File: config.mk
export PLATFORM = sky130hd
export DESIGN_NAME = mul_seq
export DESIGN_NICKNAME = d
export VERILOG_FILES = /design/src/rtl/mul_seq.sv
export SDC_FILE = /design/constraint.sdc
export NUM_CORES = 1
export LEC_CHECK = 0
export BUFFER_PORTS_ARGS = -buffer_cell sky130_fd_sc_hd__buf_4
export CORE_ASPECT_RATIO = 1.5
export CORE_UTILIZATION = 35
export CTS_BUF_LIST = sky130_fd_sc_hd__clkbuf_2
export DETAILED_ROUTE_END_ITERATION = 10
export GPL_TIMING_DRIVEN = 0
export PLACE_DENSITY = 0.65
export SLEW_MARGIN = 20
export SYNTH_ARGS = -nofsm -noshare
export SYNTH_HDL_FRONTEND = slang
export SYNTH_SLANG_ARGS = --single-unit
File: constraint.sdc
create_clock -name clk -period 1.9 [get_ports clk]
set_input_delay 0.38 -clock clk [delete_from_list [all_inputs] [get_ports clk]]
set_output_delay 0.38 -clock clk [all_outputs]
set_load 0.01 [all_outputs]
File: src/rtl/mul_seq.sv
// Sequential unsigned 16x16->32 multiplier that borrows the shared lu adder for
// one shift-and-add step per cycle, then presents the product with a done pulse.
module mul_seq (
    input  logic        clk,
    input  logic        rst,
    input  logic        start,
    input  logic [15:0] op_a,
    input  logic [15:0] op_b,
    output logic        busy,
    output logic        done,
    output logic [31:0] result,
    output logic [15:0] lu_a,
    output logic [15:0] lu_b,
    output logic        lu_cin,
    output logic [1:0]  lu_op,
    input  logic [15:0] lu_sum,
    input  logic        lu_cout
);

    typedef enum logic [1:0] {
        IDLE = 2'd0,
        ITER = 2'd1,
        DONE = 2'd2
    } state_t;

    state_t      state_reg,  state_next;
    logic [15:0] m_reg,      m_next;
    logic [15:0] acc_hi_reg, acc_hi_next;
    logic [15:0] acc_lo_reg, acc_lo_next;
    logic [3:0]  cnt_reg,    cnt_next;
    logic [31:0] result_reg, result_next;

    // Partial product for this step: the multiplicand gated by the current
    // multiplier bit, which always sits in acc_lo[0].
    logic [15:0] addend;

    genvar gi;
    generate
        for (gi = 0; gi < 16; gi++) begin : g_addend
            assign addend[gi] = m_reg[gi] & acc_lo_reg[0];
        end
    endgenerate

    always_ff @(posedge clk) begin
        if (rst) begin
            state_reg  <= IDLE;
            m_reg      <= 16'h0000;
            acc_hi_reg <= 16'h0000;
            acc_lo_reg <= 16'h0000;
            cnt_reg    <= 4'd0;
            result_reg <= 32'h0000_0000;
        end else begin
            state_reg  <= state_next;
            m_reg      <= m_next;
            acc_hi_reg <= acc_hi_next;
            acc_lo_reg <= acc_lo_next;
            cnt_reg    <= cnt_next;
            result_reg <= result_next;
        end
    end

    always_comb begin
        state_next  = state_reg;
        m_next      = m_reg;
        acc_hi_next = acc_hi_reg;
        acc_lo_next = acc_lo_reg;
        cnt_next    = cnt_reg;
        result_next = result_reg;
        lu_a        = 16'h0000;
        lu_b        = 16'h0000;

        case (state_reg)
            IDLE: begin
                if (start) begin
                    m_next      = op_a;
                    acc_hi_next = 16'h0000;
                    acc_lo_next = op_b;
                    cnt_next    = 4'd0;
                    state_next  = ITER;
                end
            end
            ITER: begin
                lu_a = acc_hi_reg;
                lu_b = addend;
                // Shift the 17-bit sum right into the accumulator; the carry
                // becomes the new top bit so no product bit is lost.
                acc_hi_next = {lu_cout, lu_sum[15:1]};
                acc_lo_next = {lu_sum[0], acc_lo_reg[15:1]};
                if (cnt_reg == 4'd15) begin
                    result_next = {lu_cout, lu_sum[15:1], lu_sum[0], acc_lo_reg[15:1]};
                    state_next  = DONE;
                end else begin
                    cnt_next = cnt_reg + 4'd1;
                end
            end
            DONE: begin
                state_next = IDLE;
            end
            default: begin
                state_next = IDLE;
            end
        endcase
    end

    assign busy   = (state_reg == ITER);
    assign done   = (state_reg == DONE);
    assign result = result_reg;
    assign lu_cin = 1'b0;
    assign lu_op  = 2'b00;

endmodule

After elaboration in Yosys (flattened, before gate mapping):

Cells that the tools add are included.

* input bits: 52
* output and inout bits: 69
* register bits: 86

* add/subtract/negate cells: 1
* muxes and demuxes: 12
* reduce and logical (&&, ||, !) cells: 7
* equality and inequality tests: 6
* bitwise operators: 16

Operators with widths (number)
* 2-to-1 mux 16 bit: 4
* one-hot mux 16 bit (2 select lines): 2
* AND 1 bit: 16
* 2-to-1 mux 4 bit: 2
* one-hot mux 4 bit (2 select lines): 1
* AND reduction 2 bit: 4
* adder 4 x 1 -> 4 bit, second input constant: 1
* equality test 4 bit, second input constant: 1
* 2-to-1 mux 2 bit: 2
* inequality test 2 bit, second input constant: 2
* one-hot mux 2 bit (2 select lines): 1
* AND reduction 3 bit: 1
* equality test 2 x 1 -> 1 bit, second input constant: 1
* equality test 2 bit, second input constant: 1
* logical NOT 2 bit: 1
* inequality test 2 x 1 -> 1 bit, second input constant: 1
* nonzero test 2 bit: 1

Longest topological paths before layout:

Gate-level depths: netlist of the first run.

* word-level depth: 3
* depth in mapped cells: 6
* gate-level depth less buffers: 4

Worst setup path after synthesis of the first run:

Ideal clock, no wire load.

* kind: flip-flop to output port
* start: register state_reg[1]
* end: output port lu_a[10]
* path slack: 288 ps
* arrival time: 1232 ps
* stages on the path, launching flop included: 6
* data required time: 1520 ps
* buffers on the path: 2
* cells stage by stage: dfxtp_1 -> nand2b_1 -> buf_6 -> inv_1 -> clkbuf_1 -> and2_1

* longest elaborated chain between the ends: 2

Ends and longest elaborated chain
* start, declared: RTL line 26 `state_t state_reg, state_next;`
* start signal, assigned: RTL line 53 `state_reg <= state_next;`
* equality test 2 x 1 -> 1 bit
* net busy: RTL line 9 `output logic busy,`
* 2-to-1 mux 16 bit: RTL line 72 `case (state_reg)`
* end, declared: RTL line 12 `output logic [15:0] lu_a,`

The timed path passes the listed nets, and every way through them passes these cells.

Worst setup path after layout of the first run:

* start: register state_reg[1]
* end: output port lu_b[8]

* longest elaborated chain between the ends: 2

Ends and longest elaborated chain
* equality test 2 x 1 -> 1 bit: RTL line 72
* 2-to-1 mux 16 bit: RTL line 72
* end, declared: RTL line 13 `output logic [15:0] lu_b,`

No other way between the ends.

==> results of run 1 <==
## per-layer routing
metal / global-route usage (%) / vias to the layer above / wire length [um]
met2: 34.9 / 109 / 5620
met4: 10.1 / 0 / 233
li1: - / 1790 / -
met5: 0 / - / 0
met1: 21.6 / 1712 / 4330
met3: 3.51 / 18 / 473
## final cells by class
| type | instances | area share (%) |
|---|---|---|
| repair buffers | 130 | 22.2 |
| well taps | 117 | 2.82 |
| clock buffers | 12 | 1.16 |
| repair inverters | 1 | 0.145 |
| clock inverters | 3 | 0.241 |
| inverters | 34 | 2.63 |
| plain buffers | 41 | 4.31 |
| flip-flops and latches | 86 | 33.2 |
| multi-input cells | 272 | 33.2 |
## stage by stage
stage | instances | hold slack, ns | setup slack, ns | instance area [um^2]
after floorplan | 436 | 0.432 | 0.288 | 3650
after global placement | 668 | 0.440 | -0.253 | 4660
after detailed placement | 668 | 0.442 | -0.242 | 4660
after CTS | 691 | 0.00167 | -0.344 | 5060
after global routing | 696 | -0.00244 | -0.323 | 5190
final | 696 | 0.0196 | -0.232 | 5190
## synth_stat cells (all sizes together), types with 2 or more instances
library cell  count
a21oi            52
a221oi           15
a22o             31
and2             16
and3             16
buf              15
clkbuf           29
dfxtp            86
inv              33
nand2            33
nand3             3
nand4             2
nor2             19
nor3              3
o21ai            35
or3              33
## worst paths after layout
kind                              startpoint             to  slack [ns]  cells past startpoint
worst min register to register     m_reg[12]      m_reg[12]        0.47                      2
worst max-delay path            state_reg[1]        lu_b[8]       -0.23                      6
worst min-delay path               lu_sum[6]  acc_hi_reg[5]        0.02                      2
worst max register to register  state_reg[1]     cnt_reg[0]        0.09                      7
## worst max-delay path: cells and delay by family, from the launching register on
family / cells / cell delay [ns]
flip-flops: 1 / 0.39
buffers and inverters: 4 / 0.48
AND/OR/NAND/NOR: 2 / 0.31
## power by group
group	total (mW)	switching [mW]	internal (mW)
logic	0.524	0.266	0.259
registers	1.91	0.0331	1.88
clock network	0.768	0.597	0.172
## logic make-up after synthesis
group | synth area share [%]
flops | 47.3
compound gates | 24.2
other cells | 0.103
simple gates | 18.9
buf+inv | 9.11
fa+ha+maj | 0.344
## timing repair
item,CTS,global route
hold endpoints to repair,0,3
pin swaps,10,16
hold buffers,0,3
setup endpoints to repair,34,65
setup buffers,7,2
resized for setup,70,28
cloned,3,1
==> flow_summary.ini, run 1 <==
[run_status]
status = finished with violations
violations = setup timing

[synth]
synthFlopType = dfxtp_1
yosys.area.top_type = dfxtp_1
syn_area_um2 = 3640
yosysSeqAreaShare_pct = 47.3
synth-edff-count = 0
synth.area.top_cells = dfxtp_1 47%, a22o_1 7.5%, a21oi_1 7.2%
synth_cell_types = 33
ys_ff_latch = 86
synth-async-reset-ratio_pct = 0
yosys_warnings = 0
synthCells = 434
synth_area_per_cell_um2 = 8.38
yosysTopAreaCellShare_pct = 47.3

[routing]
drt_iter0_drc = 146
avgViaCountPerCell = 5.21
drt-wirelength-per-cell_um = 15.3
routed_wl_mm = 10.7
ant_nets = 0
dr.pass1.iters = 7
dr_total_vias = 3629
drc = 0

[setup_path]
worstSetupPathType = reg2out
critPathMaxStageDelay_ns = 0.39
required_ns = 1.52
cp_cell_sequence = nand2b_4, clkinvlp_4, buf_12, buf_8, and3_4, buf_6
critPathLaunchType = flip-flop
slowest_stage = dfxtp_4
worstPathArrival_ns = 1.75
crit_path_end_kind = primary output
crit_fanout = 6

[sta]
setup_viol = 34
drv_slew = 0
finalClockSkew_ns = 0.0242
fin_ws_ns = -0.232
fin_crit_ns = 2.13
worst_pin_slew_ns = 0.539
period_share_pct = 112
finalHoldViolCount = 0
rsz0062_at_grt = true
slew_headroom_pct = 63.9
finalSetupTns_ns = -6.77
max_freq_mhz = 469

[grt]
grt_pass1_vias = 3477
grt_remaining_overflow = 0
grt_usage_pct = 19.4
grt_max_degree = 20
antenna_found_initial = 0
grt_pass1_wl_mm = 16.6

[hold_path]
hp-class = in2reg

[cts]
clkTransAtPathRegs_ns = 0.21
clockBufferDepth = 2
h-tree-depth = 3
clock_sink_count = 86
cts_buffers = 9
cts_root_buf = clkbuf_2
cts_tree = done
clkLatencyLatePin_ns = 0.57

[pwr]
power_density_nw_per_um2 = 616
ir_drop_mv = 0.276
p_leak_nw = 2.22
finalPower_mw = 3.20

[floorplan]
dieArea_um2 = 10800
initial_core_util_pct = 35.9
fp.dieH_um = 127
design.portCount = 121
die_w_um = 85.3
core_area_um2 = 10100
rows = 45

[cells_and_area]
postLayoutCoreUtil_pct = 51.3
drive_gt1_share_pct = 34.9
ff_latch_area_um2 = 1730
area_growth_pct = 42.8
multi_input_area_um2 = 1730
nFillCells = 964
final_common_cell = buf_4
nNetsFinal = 628
mostFrequentLayoutCells = 93 x buf_4, 84 x dfxtp_1, 51 x a21oi_1
largest_register_ffs = 32
diodes = 0

[run]
cap_violations = 0

[placement]
gp_congestion = 0.812
port_buffers = 115
dp.final_hpwl_mm = 7.62
Power figures use the tool's default switching activity.
==> run 2, diff against run 1 <==
Settings changed: RECOVER_POWER set to 50.
==> run 2 against run 1 <==
Via count grew 0.58%. Fmax is 0.49% higher. Critical path depth unchanged. Utilization shrank 1.2 points. Routed wire length increased by 0.43%. Total power fell by 0.14%. Final cell count increased by 0.14%. Die area is the same. The run still ends with setup timing left. Sequential cell count is the same.
==> flow_summary.ini, run 2 (synthesis results as in run 1) <==
[grt]
antenna_found_initial = 0
grt_pass1_vias = 3477
grt_usage_pct = 19.4
grt_remaining_overflow = 0
grt_max_degree = 20
grt_pass1_wl_mm = 16.6

[setup_path]
required_ns = 1.52
crit_fanout = 6
r2r_cells = 7
crit_path_end_kind = primary output
worstSetupPathType = reg2out
r2r_slack_ns = 0.11
critPathLaunchType = flip-flop
worstPathArrival_ns = 1.74
r2r-start = state_reg[1]
rr_endpoint = cnt_reg[0]
cp-startpoint = state_reg[1]

[sta]
finalHoldViolCount = 0
worst_pin_slew_ns = 0.540
fin_crit_ns = 2.12
finalClockSkew_ns = 0.0242
max_freq_mhz = 471
slew_headroom_pct = 63.9
period_share_pct = 112
rsz0062_at_grt = true
setup_viol = 34
drv_slew = 0
fin_ws_ns = -0.222
hold-worst-slack_ns = 0.0310

[cells_and_area]
area_growth_pct = 39.5
nNetsFinal = 628
ff_latch_area_um2 = 1730
fin_area_um2 = 5080
final_common_cell = dfxtp_1
multi_input_area_um2 = 1730
mostFrequentLayoutCells = 84 x dfxtp_1, 61 x buf_4, 53 x clkbuf_1
stdcell_count = 697
drive_gt1_share_pct = 29.4
nFillCells = 993
largest_register_ffs = 32

[hold_path]
hold_path_depth = 2
holdPathEnd = acc_hi_reg[5]
hp-class = in2reg
min_from = lu_sum[6]

[cts]
clockBufferDepth = 2
clock_sink_count = 86
clkTransAtPathRegs_ns = 0.21
cts_root_buf = clkbuf_2
cts_buffers = 9
h-tree-depth = 3
cts_tree = done
clkLatencyLatePin_ns = 0.56

[routing]
drc = 0
dr_total_vias = 3650
drt_iter0_drc = 152
avgViaCountPerCell = 5.24
routed_wl_mm = 10.7
ant_nets = 0
drt-wirelength-per-cell_um = 15.4
dr.pass1.iters = 5

[placement]
placedCellCount = 668
gp_congestion = 0.812
pre_cts_ws_ns = -0.242
dpl_cell_area_um2 = 4660
port_buffers = 115
dp.final_hpwl_mm = 7.62

[run_status]
status = finished with violations
violations = setup timing

[floorplan]
fp.dieH_um = 127
initial_core_util_pct = 35.9
design.portCount = 121
rows = 45
core_area_um2 = 10100
dieArea_um2 = 10800
die_w_um = 85.3

[pwr]
ir_drop_mv = 0.269
power_density_nw_per_um2 = 630
p_leak_nw = 2.09
finalPower_mw = 3.20

[run]
cap_violations = 0
run 2: worst max path at each step:
stage | end | depth (start not counted)
2_1_floorplan | lu_a[10] | 5
3_3_place_gp | lu_b[14] | 6
3_5_place_dp | lu_b[14] | 6
4_1_cts | lu_a[2] | 6
5_1_grt | lu_b[11] | 6
6_report | lu_b[11] | 6
run 2: layout make-up:
class / instances / area share (%)
Tap cell: 117 / 2.88
Inverter: 34 / 2.69
Sequential cell: 86 / 34.0
Clock inverter: 3 / 0.246
Timing Repair Buffer: 130 / 20.4
Clock buffer: 12 / 1.18
Buffer: 41 / 4.41
Antenna cell: 1 / 0.0493
Timing Repair inverter: 1 / 0.148
Multi-Input combinational cell: 272 / 34.0
run 2: per-stage QoR:
| step | utilization (%) | setup TNS (ns) |
|---|---|---|
| 2_1_floorplan | - | 0 |
| 3_3_place_gp | 45.9 | -2.72 |
| 3_5_place_dp | 45.9 | -2.89 |
| 4_1_cts | 49.9 | -10.61 |
| 5_1_grt | 50.1 | -9.85 |
| 6_report | 50.1 | -6.41 |
run 2: timing repair:
action | in CTS | in global routing
pin swaps | 10 | 16
endpoints found under the setup margin | 34 | 65
buffers inserted | 7 | 2
gates resized for setup | 70 | 28
hold buffers | 0 | 3
endpoints found under the hold margin | 0 | 3
gates cloned | 3 | 1
run 2: power breakdown:
group          leakage (nW)  total, mW  internal, mW  switching (mW)
Sequential            0.703       1.91          1.88          0.0331
Clock                0.0569      0.763         0.172           0.591
Combinational          1.33      0.525         0.259           0.267
run 2: critical path: stages, from the launching register on:
cell and delay [ns]:
dfxtp_4 0.39, nand2b_4 0.13, clkinvlp_4 0.10, buf_12 0.16, buf_8 0.12, and3_4 0.17, buf_6 0.11
run 2: per-layer routing:
metal / vias to the layer above / part of all wire (%) / GRT usage, %
met5: - / 0 / 0
met1: 1726 / 40 / 21.6
met4: 0 / 2.1 / 10.1
li1: 1785 / - / -
met2: 122 / 53 / 34.9
met3: 17 / 4.7 / 3.51
==> run 3, diff against run 2 <==
Settings changed: CORE_UTILIZATION 35 to 52, PLACE_DENSITY 0.65 to 0.88.
==> run 3 against run 2 <==
The flow still finishes with violations (setup timing). Utilization rose by 24 points. Clock power is essentially flat. Final cell count is 6.0% lower. Total power shrank 0.31%. Critical path type unchanged. Sequential cell count is the same. Non-clock buffer count fell by 1. First-iteration DRC count grew 72%. Worst hold slack improved by 0.026 ns.
==> flow_summary.ini, run 3 (synthesis results as in run 1) <==
[sta]
worst_pin_slew_ns = 0.514
finalSetupTns_ns = -6.84
fin_ws_ns = -0.242
fin_crit_ns = 2.14
finalClockSkew_ns = 0.0210
slew_headroom_pct = 65.7
setup_viol = 34
hold-worst-slack_ns = 0.0571
rsz0062_at_grt = true
period_share_pct = 113
drv_slew = 0
max_freq_mhz = 467
finalHoldViolCount = 0

[pwr]
p_leak_nw = 2.09
ir_drop_mv = 0.437
comb_power_share_pct = 16.2
p_sw_share_pct = 27.8
internal-power_mw = 2.30
finalPower_mw = 3.19
power_density_nw_per_um2 = 634
pwr-share-seq_pct = 59.9
p_sw_mw = 0.887
p_clk_share_pct = 23.9

[floorplan]
rows = 37
fp.dieH_um = 104
dieArea_um2 = 7340
design.portCount = 121
core_area_um2 = 6810
die_w_um = 70.3
initial_core_util_pct = 53.5

[routing]
dr_total_vias = 3792
dr.pass1.iters = 8
drt_iter0_drc = 261
drc = 0
ant_nets = 0
drt-wirelength-per-cell_um = 15.9
avgViaCountPerCell = 5.79
routed_wl_mm = 10.4

[placement]
pre_cts_ws_ns = -0.0780
placedCellCount = 629
port_buffers = 115
gp_congestion = 0.889
dpl_cell_area_um2 = 4610
dp.final_hpwl_mm = 7.01

[setup_path]
r2r_cells = 7
worstSetupPathType = reg2out
r2r-start = state_reg[1]
crit_fanout = 7
crit_path_end_kind = primary output
rr_endpoint = acc_hi_reg[9]
critPathLaunchType = flip-flop
r2r_slack_ns = 0.11
required_ns = 1.52
worstPathArrival_ns = 1.76

[grt]
antenna_found_initial = 0
grt_remaining_overflow = 0
grt_pass1_wl_mm = 15.8
grt_usage_pct = 26.9
grt_max_degree = 20
grt_pass1_vias = 3426

[cts]
clock_sink_count = 86
cts_buffers = 9
cts_hold_buf = 0
clkTransAtPathRegs_ns = 0.22
clockBufferDepth = 2
cts_tree = done
cts_root_buf = clkbuf_2
h-tree-depth = 3
clkLatencyLatePin_ns = 0.54

[hold_path]
min_from = op_a[11]
hp-class = in2reg
hold_path_depth = 3
holdPathEnd = m_reg[11]

[cells_and_area]
fin_area_um2 = 5020
final_common_cell = dfxtp_1
largest_register_ffs = 32
drive_gt1_share_pct = 29.6
stdcell_count = 655
mostFrequentLayoutCells = 85 x dfxtp_1, 62 x buf_4, 52 x clkbuf_1, 52 x a21oi_1, 35 x buf_6
area_growth_pct = 38.1
diodes = 0
nNetsFinal = 626
postLayoutCoreUtil_pct = 73.8

[run]
cap_violations = 0

[run_status]
violations = setup timing
status = finished with violations
-- run 3: changes by cell type in the layout (fill, tap and decap cells not counted), sizes merged --
cell	change
buf	+3
clkinv	-1
diode	-1
inv	+1
dlygate4sd3	-3
clkbuf	-2
-- run 3: area by class of cell --
class	instances	area [um^2]
Fill cell	528	1780
Multi-Input combinational cell	272	1730
Sequential cell	86	1730
Timing Repair Buffer	128	1010
Buffer	42	240
Inverter	34	139
Tap cell	78	97.6
Clock buffer	11	55.1
Clock inverter	4	25.0
-- run 3: per-layer routing --
| layer | track usage [%] | vias up | wire [um] |
|---|---|---|---|
| li1 | - | 1788 | - |
| met1 | 31.4 | 1801 | 4020 |
| met2 | 47.1 | 170 | 5410 |
| met3 | 4.36 | 33 | 629 |
| met4 | 12.3 | 0 | 335 |
| met5 | 0 | - | 0 |
-- run 3: worst max-delay path, stage by stage (launching register included) --
cell and delay [ns]:
dfxtp_4 0.39, nand2b_4 0.14, clkinvlp_4 0.11, buf_12 0.16, buf_8 0.13, and3_4 0.17
buf_6 0.12
-- run 3: power by group through the flow --
stage	Clock (mW)	Combinational, mW	Sequential, mW
after floorplan	0	0.261	1.93
after global placement	0	0.419	1.94
after detailed placement	0	0.431	1.94
after CTS	0.756	0.466	1.91
after global routing	0.846	0.561	1.92
final	0.760	0.517	1.91
-- run 3: how the worst max path moves through the flow --
| stage | start | endpoint |
|---|---|---|
| final | state_reg[1] | lu_b[14] |
| after global routing | state_reg[1] | lu_b[14] |
| after CTS | state_reg[1] | lu_b[15] |
| after detailed placement | state_reg[1] | lu_b[12] |
| after global placement | state_reg[1] | lu_b[14] |
| after floorplan | state_reg[1] | lu_a[10] |
-- run 3: what timing repair did --
item                                    4_1_cts  5_1_grt
endpoints found under the setup margin       34       60
pin swaps                                     2       18
gates resized for setup                      50       57
gates cloned                                  2        1
setup buffers                                 5        5
